[src/rtl/gate_response_checker_sat_counter.sv]
// sat_counter: W-bit counter with sync clear and saturating increment; ports clk, rst, clr, inc, count, nxt (next-state value)
module sat_counter #(parameter int W = 8) (
  input  logic         clk,
  input  logic         rst,
  input  logic         clr,
  input  logic         inc,
  output logic [W-1:0] count,
  output logic [W-1:0] nxt
);
  assign nxt = clr ? '0 : (inc && !(&count)) ? count + 1'b1 : count;
  always_ff @(posedge clk) count <= rst ? '0 : nxt;
endmodule

[config.mk]
export PLATFORM = sky130hd
export DESIGN_NAME = sat_counter
export DESIGN_NICKNAME = d
export VERILOG_FILES = /design/src/rtl/gate_response_checker_sat_counter.sv
export SDC_FILE = /design/constraint.sdc
export NUM_CORES = 1
export LEC_CHECK = 0
export BUFFER_PORTS_ARGS = -buffer_cell sky130_fd_sc_hd__buf_2
export CORE_AREA = 2 2 39 41
export DETAILED_ROUTE_END_ITERATION = 8
export DIE_AREA = 0 0 41 43
export PLACE_DENSITY = 0.66
export SLEW_MARGIN = 20
export SYNTH_ARGS = -nofsm -noshare
export SYNTH_HDL_FRONTEND = slang
export SYNTH_SLANG_ARGS = --single-unit
[constraint.sdc]
create_clock -name clk -period 3.7 [get_ports clk]
set_clock_uncertainty 0.2 [all_clocks]
set_input_delay 0.37 -clock clk [delete_from_list [all_inputs] [get_ports clk]]
set_output_delay 0.37 -clock clk [all_outputs]
set_load 0.005 [all_outputs]
==> results of run 1 <==
-- power groups by stage --
stage	logic [uW]	registers, uW	clock network (uW)
final	15.6	88.2	72.4
after global routing	17.4	88.4	78.5
after CTS	15.9	88.2	74.2
after detailed placement	15.8	90.2	0
after global placement	15.8	89.9	0
after floorplan	10.0	89.9	0
-- stage by stage --
| stage | instances | power [uW] | utilization, % | instance area, sq um |
|---|---|---|---|---|
| 2_1_floorplan | 62 | 100 | - | 524 |
| 3_3_place_gp | 94 | 106 | 44.8 | 621 |
| 3_5_place_dp | 94 | 106 | 44.8 | 621 |
| 4_1_cts | 97 | 178 | 46.5 | 643 |
| 5_1_grt | 97 | 184 | 46.5 | 643 |
| 6_report | 97 | 176 | 46.5 | 643 |
-- final timing paths --
| kind | from | endpoint |
|---|---|---|
| worst max-delay path | count[0] | nxt[0] |
| worst min-delay path | rst | count[0] |
| worst max register to register | count[0] | count[5] |
| worst min register to register | count[1] | count[1] |
-- metal layers --
| metal | GRT usage, % | wire length [microns] | up-vias |
|---|---|---|---|
| met1 | 21.0 | 534 | 233 |
| met5 | 0 | 0 | - |
| met2 | 21.6 | 527 | 14 |
| met3 | 3.14 | 60 | 4 |
| li1 | - | - | 272 |
| met4 | 14.0 | 37 | 0 |
-- tightest hold or removal path, stage by stage --
cell and delay (ns):
buf_2 0.09, or3_1 0.09, mux2i_1 0.06
-- cell families after synthesis --
kind of cell,count (synthesis)
multiplexers,4
AND/OR/NAND/NOR,32
buffers and inverters,6
adder cells (fa/ha/maj),1
flip-flops,8
AO/OA/AOI/OAI,11
-- cells in the final DEF, fill, tap and decap left out --
cell type   n
nand3_1     1
nand2_1     4
a31oi_1     2
a21boi_0    1
and2_1      1
a211oi_1    4
nor2b_1     1
mux2i_1     3
or3_1       1
nor4b_2     1
clkbuf_4    3
nand4_1     2
ha_1        1
a41oi_1     1
nand2b_1    2
inv_1       3
a21boi_4    1
and3_1      2
a21oi_1     2
and4_4      1
nor3_1     10
nor4b_1     1
buf_2      19
dfxtp_1     8
mux2_4      1
nor2_1      3
or2_2       1
and4_2      1
-- layout make-up --
type                    count  area [sq um]  area share, %
clock buffers               3          22.5           3.50
inverters                   3          11.3           1.75
multi-input cells          48           334           51.9
flip-flops and latches      8           160           24.9
well taps                  16          20.0           3.11
repair buffers             19          95.1           14.8
==> out/results.ini, run 1 <==
[outcome]
status = complete, no violations

[clock_tree]
cts_tree = done
cts_root_buffer = clkbuf_4
ctsHoldBuffers = 0
clk-insertion-delay-late_ns = 0.26
cts.path.max_buffers = 2
postCtsResizedCells = 0
postCtsSetupBuffers = 0
h-tree-depth = 1
numCtsBuffers = 3
cts_sinks = 8
cts.clk_slew.worst_paths_ns = 0.06

[synth]
synth_top_family_by_area = simple AND/OR/NAND/NOR gates
synth_nets = 67
synthMuxAreaShare_pct = 8.59
synth_xor_area_share_pct = 0
netlist.area_leader.share_pct = 30.5
ys_ff_latch = 8
syn_inst = 62
synth_simple_gate_area_share_pct = 36.0
synth_compound_area_share_pct = 16.7
syn_avg_cell_area_sq_um = 8.46
yosys_warnings = 0
synth.area.top_cells = dfxtp_1 (31%), nor3_1 (9.5%), mux2i_1 (5.7%)
ys_seq_area_share_pct = 30.5
synth_edf_count = 0
synth_common_cells = nor3_1 (10), dfxtp_1 (8), a211oi_1 (4), nand2_1 (4)
synth_cell_types = 29
synth_top_flop_cell = dfxtp_1
synth_most_common_cell = nor3_1
yosys.area.top_type = dfxtp_1
synth_fa_ha_area_share_pct = 2.39
netlist_area_sq_um = 524
async_flop_share_pct = 0

[timing]
setup_ws_ns = 1.31
setup-tns-final_ns = 0
min_period_over_period_pct = 64.7
finalHoldViolCount = 0
setup_violations = 0
relSlewSlack_pct = 72.0
fmax_ghz = 0.418
tightestPinTransition_ns = 0.414
maxSlewViolCount = 0
min_period_ns = 2.39
rsz0062_at_grt = false
hold_ws_ns = 0.193

[detailed_routing]
vias = 523
drc = 0
drtAntennaViolNets = 0
wl_per_cell_microns = 11.9
drt_iter0_drc = 5
dr.pass1.iters = 4
routed_wl_mm = 1.16
vias_per_cell = 5.39

[setup_path]
cp_slowest_cell = dfxtp_1
reg2regPathDepth = 4
cp_data_arrival_time_ns = 1.82
crit_chain = ha_1, and4_4, a21boi_4, mux2_4, buf_2
ff2ff_setup_slack_ns = 1.97
path_max_fanout = 8
path_class = reg2out
path_depth = 5
cp.buffers_inverters = 1
cp.required_ns = 3.13
max_stage_delay_ns = 0.45
crit_family = flip-flops
cp-start-kind = flop
worst_setup_path_end_kind = primary output

[run]
cap_viol_max_count = 0

[final_layout]
fin_nets = 88
top_register = count
synthToLayoutAreaGrowth_pct = 22.7
fillers = 147
num_antenna_cells = 0
drive_above_1_share_pct = 34.6
largest_reg_flops = 8
reg_top3 = count (8)

[global_routing]
grt_overflow = 0
grt_usage_pct = 16.2
antenna_found_initial = 0
grt_max_degree = 14
grt_pass1_vias = 402
grt_pass1_wl_mm = 1.86

[floorplan]
die_area_sq_um = 1760
rows = 14
fp.coreArea_sq_um = 1380
num_io_pins = 20
die_h_microns = 43
die_w_microns = 41
initial_utilization_pct = 37.9

[place]
port-buffer-count = 19
gp_congestion = 0.787
dpl_worst_slack_ns = 1.58
hpwl_microns = 860

[pwr]
power_switching_uw = 44.2
seq_power_share_pct = 50.1
power_leakage_uw = 0.000278
worst_ir_drop_vdd_mv = 0.118
powerDensity_nw_per_um2 = 274
p_int_uw = 132
combPwrFrac_pct = 8.8
pwr-share-clk_pct = 41.1
p_sw_share_pct = 25.1

[min_path]
worstHoldPathType = in2reg
min_delay_path_depth = 3

Note: power is estimated with default switching activity, not from simulation.
==> inputs of run 2 (changes only) <==
--- a/config.mk
+++ b/config.mk
@@ -5,6 +5,7 @@
 export SDC_FILE = /design/constraint.sdc
 export NUM_CORES = 1
 export LEC_CHECK = 0
+export ABC_AREA = 1
 export BUFFER_PORTS_ARGS = -buffer_cell sky130_fd_sc_hd__buf_2
 export CORE_AREA = 2 2 39 41
 export DETAILED_ROUTE_END_ITERATION = 8
==> constraint.sdc (replaced) <==
create_clock -name clk -period 2.25 [get_ports clk]
set_clock_uncertainty 0.2 [all_clocks]
set_input_delay 0.225 -clock clk [delete_from_list [all_inputs] [get_ports clk]]
set_output_delay 0.225 -clock clk [all_outputs]
set_load 0.005 [all_outputs]
==> out/results.ini, run 2 <==
[setup_path]
cp-start-kind = flop
cp_slowest_cell = dfxtp_1
r2r-end = count[0]
cp.required_ns = 1.82
max_stage_delay_ns = 0.38
reg2regPathDepth = 8
rr_startpoint = count[0]
cp_data_arrival_time_ns = 1.56
crit_top_cell = nand2_1
critPathLaunch = count[0]
crit_chain = ha_1, nand2_1, nor2_1, nand2_2, nand2_1, nand2_1, nand3_1, inv_1, buf_2
worst_setup_path_end_kind = primary output
ff2ff_setup_slack_ns = 0.74
path_class = reg2out
path_max_fanout = 10

[synth]
async_flop_share_pct = 0
yosys.area.top_type = dfxtp_1
syn_inst = 80
netlist_area_sq_um = 515
synth_cell_types = 17
netlist.area_leader.share_pct = 31.1
syn_avg_cell_area_sq_um = 6.44
synth_common_cells = inv_1 (16), nand2_1 (16), nand3_1 (11)
synth_edf_count = 0
synth.area.top_cells = dfxtp_1 (31%), inv_1 (12%), nand2_1 (12%)
ys_ff_latch = 8
yosys_warnings = 0
synth_top_flop_cell = dfxtp_1
ys_seq_area_share_pct = 31.1
synth_nets = 85

[floorplan]
initial_utilization_pct = 37.3
num_io_pins = 20
rows = 14
die_area_sq_um = 1760
fp.coreArea_sq_um = 1380
die_w_microns = 41
die_h_microns = 43

[global_routing]
grt_max_degree = 11
grt_pass1_wl_mm = 1.83
antenna_found_initial = 0
grt_pass1_vias = 448
grt_overflow = 0
grt_usage_pct = 15.6

[clock_tree]
cts_tree = done
postCtsSetupBuffers = 0
cts_root_buffer = clkbuf_4
cts.clk_slew.worst_paths_ns = 0.06
numCtsBuffers = 3
clk-insertion-delay-late_ns = 0.25
cts.path.max_buffers = 2
h-tree-depth = 1
ctsHoldBuffers = 0
cts_sinks = 8
postCtsResizedCells = 0

[pwr]
combPwrFrac_pct = 7.9
p_int_uw = 213
pwr-share-clk_pct = 40.4
powerDensity_nw_per_um2 = 432
power_switching_uw = 67.2
power_leakage_uw = 0.000381
worst_ir_drop_vdd_mv = 0.253
seq_power_share_pct = 51.7
p_sw_share_pct = 23.9

[final_layout]
largest_reg_flops = 8
final_common_cell = buf_2
top_register = count
layout_common_cells = buf_2 (19), inv_1 (16), nand2_1 (16)
fin_area_sq_um = 649
fin_nets = 108
num_antenna_cells = 0
fillers = 142
reg_top3 = count (8)
final_core_util_pct = 46.9
synthToLayoutAreaGrowth_pct = 26.0
drive_above_1_share_pct = 32.7

[detailed_routing]
dr.pass1.iters = 2
wl_per_cell_microns = 8.79
drc = 0
vias = 520
routed_wl_mm = 1.03
drt_iter0_drc = 8
drtAntennaViolNets = 0
vias_per_cell = 4.44

[timing]
min_period_ns = 1.98
relSlewSlack_pct = 88.8
setup-tns-final_ns = 0
tightestPinTransition_ns = 0.167
min_period_over_period_pct = 88.1
rsz0062_at_grt = false
maxSlewViolCount = 0
setup_violations = 0
finalHoldViolCount = 0
fmax_ghz = 0.505

[outcome]
status = complete, no violations

[place]
gp_congestion = 0.737
placed_area_sq_um = 627
hpwl_microns = 814
port-buffer-count = 19

[min_path]
min_delay_path_depth = 2
hold_end = count[7]
holdCritStartpoint = rst
worstHoldPathType = in2reg

[run]
cap_viol_max_count = 0

-- run 2: changes by cell type after synthesis, moves of 3 or more --
cell	change
nor3_1	-10
inv_1	+13
a211oi_1	-4
nand3_1	+10
nor2_1	+7
mux2i_1	-3
nand3b_1	+3
nand2_2	+5
nand2_1	+12
-- run 2: kinds of logic (layout without fill, tap and decap cells) --
kind of cell | after synthesis | after routing | synth area share, %
AOI/OAI and AO/OA | 1 | 1 | 0.970
and+or+nand+nor | 51 | 51 | 50.7
DFF | 8 | 8 | 31.1
buffers and inverters | 19 | 40 | 14.8
adders and majority gates | 1 | 1 | 2.43
-- run 2: power groups by stage --
stage / logic, uW / registers (uW) / clock network, uW
2_1_floorplan: 11.9 / 148 / 0
3_3_place_gp: 22.6 / 148 / 0
3_5_place_dp: 22.7 / 148 / 0
4_1_cts: 22.7 / 145 / 119
5_1_grt: 26.2 / 145 / 126
6_report: 22.2 / 145 / 113
-- run 2: area by class of cell --
type	instances	area [sq um]	area share [%]
flip-flops and latches	8	160	24.7
multi-input cells	53	279	43.0
inverters	18	72.6	11.2
well taps	16	20.0	3.08
clock buffers	3	22.5	3.47
repair buffers	19	95.1	14.6
-- run 2: routing by layer --
metal / track usage [%] / up-vias / part of all wire, %
met5: 0 / - / 0
met4: 12.0 / 0 / 2.8
met3: 3.14 / 4 / 3.4
met2: 20.6 / 10 / 46
met1: 20.9 / 217 / 47
li1: - / 289 / -
-- run 2: worst max-delay path, delay by kind of cell (launching register included) --
family,cells,cell delay [ns]
adder cells (fa/ha/maj),1,0.21
buffers and inverters,2,0.15
flip-flops,1,0.38
AND/OR/NAND/NOR,6,0.56
-- run 2: stage by stage --
step           cells  setup WS (ns)  hold slack (ns)  power, uW
2_1_floorplan     80          0.701            0.191        160
4_1_cts          117          0.258           0.0541        287
3_3_place_gp     114          0.565            0.330        171
5_1_grt          117         0.0613           0.0591        298
3_5_place_dp     114          0.527            0.336        171
6_report         117          0.268           0.0582        281
-- run 2: how the worst max path moves through the flow --
stage,cells past startpoint,end
2_1_floorplan,8,nxt[1]
3_3_place_gp,9,nxt[1]
3_5_place_dp,9,nxt[0]
4_1_cts,9,nxt[0]
5_1_grt,9,nxt[0]
6_report,9,nxt[0]
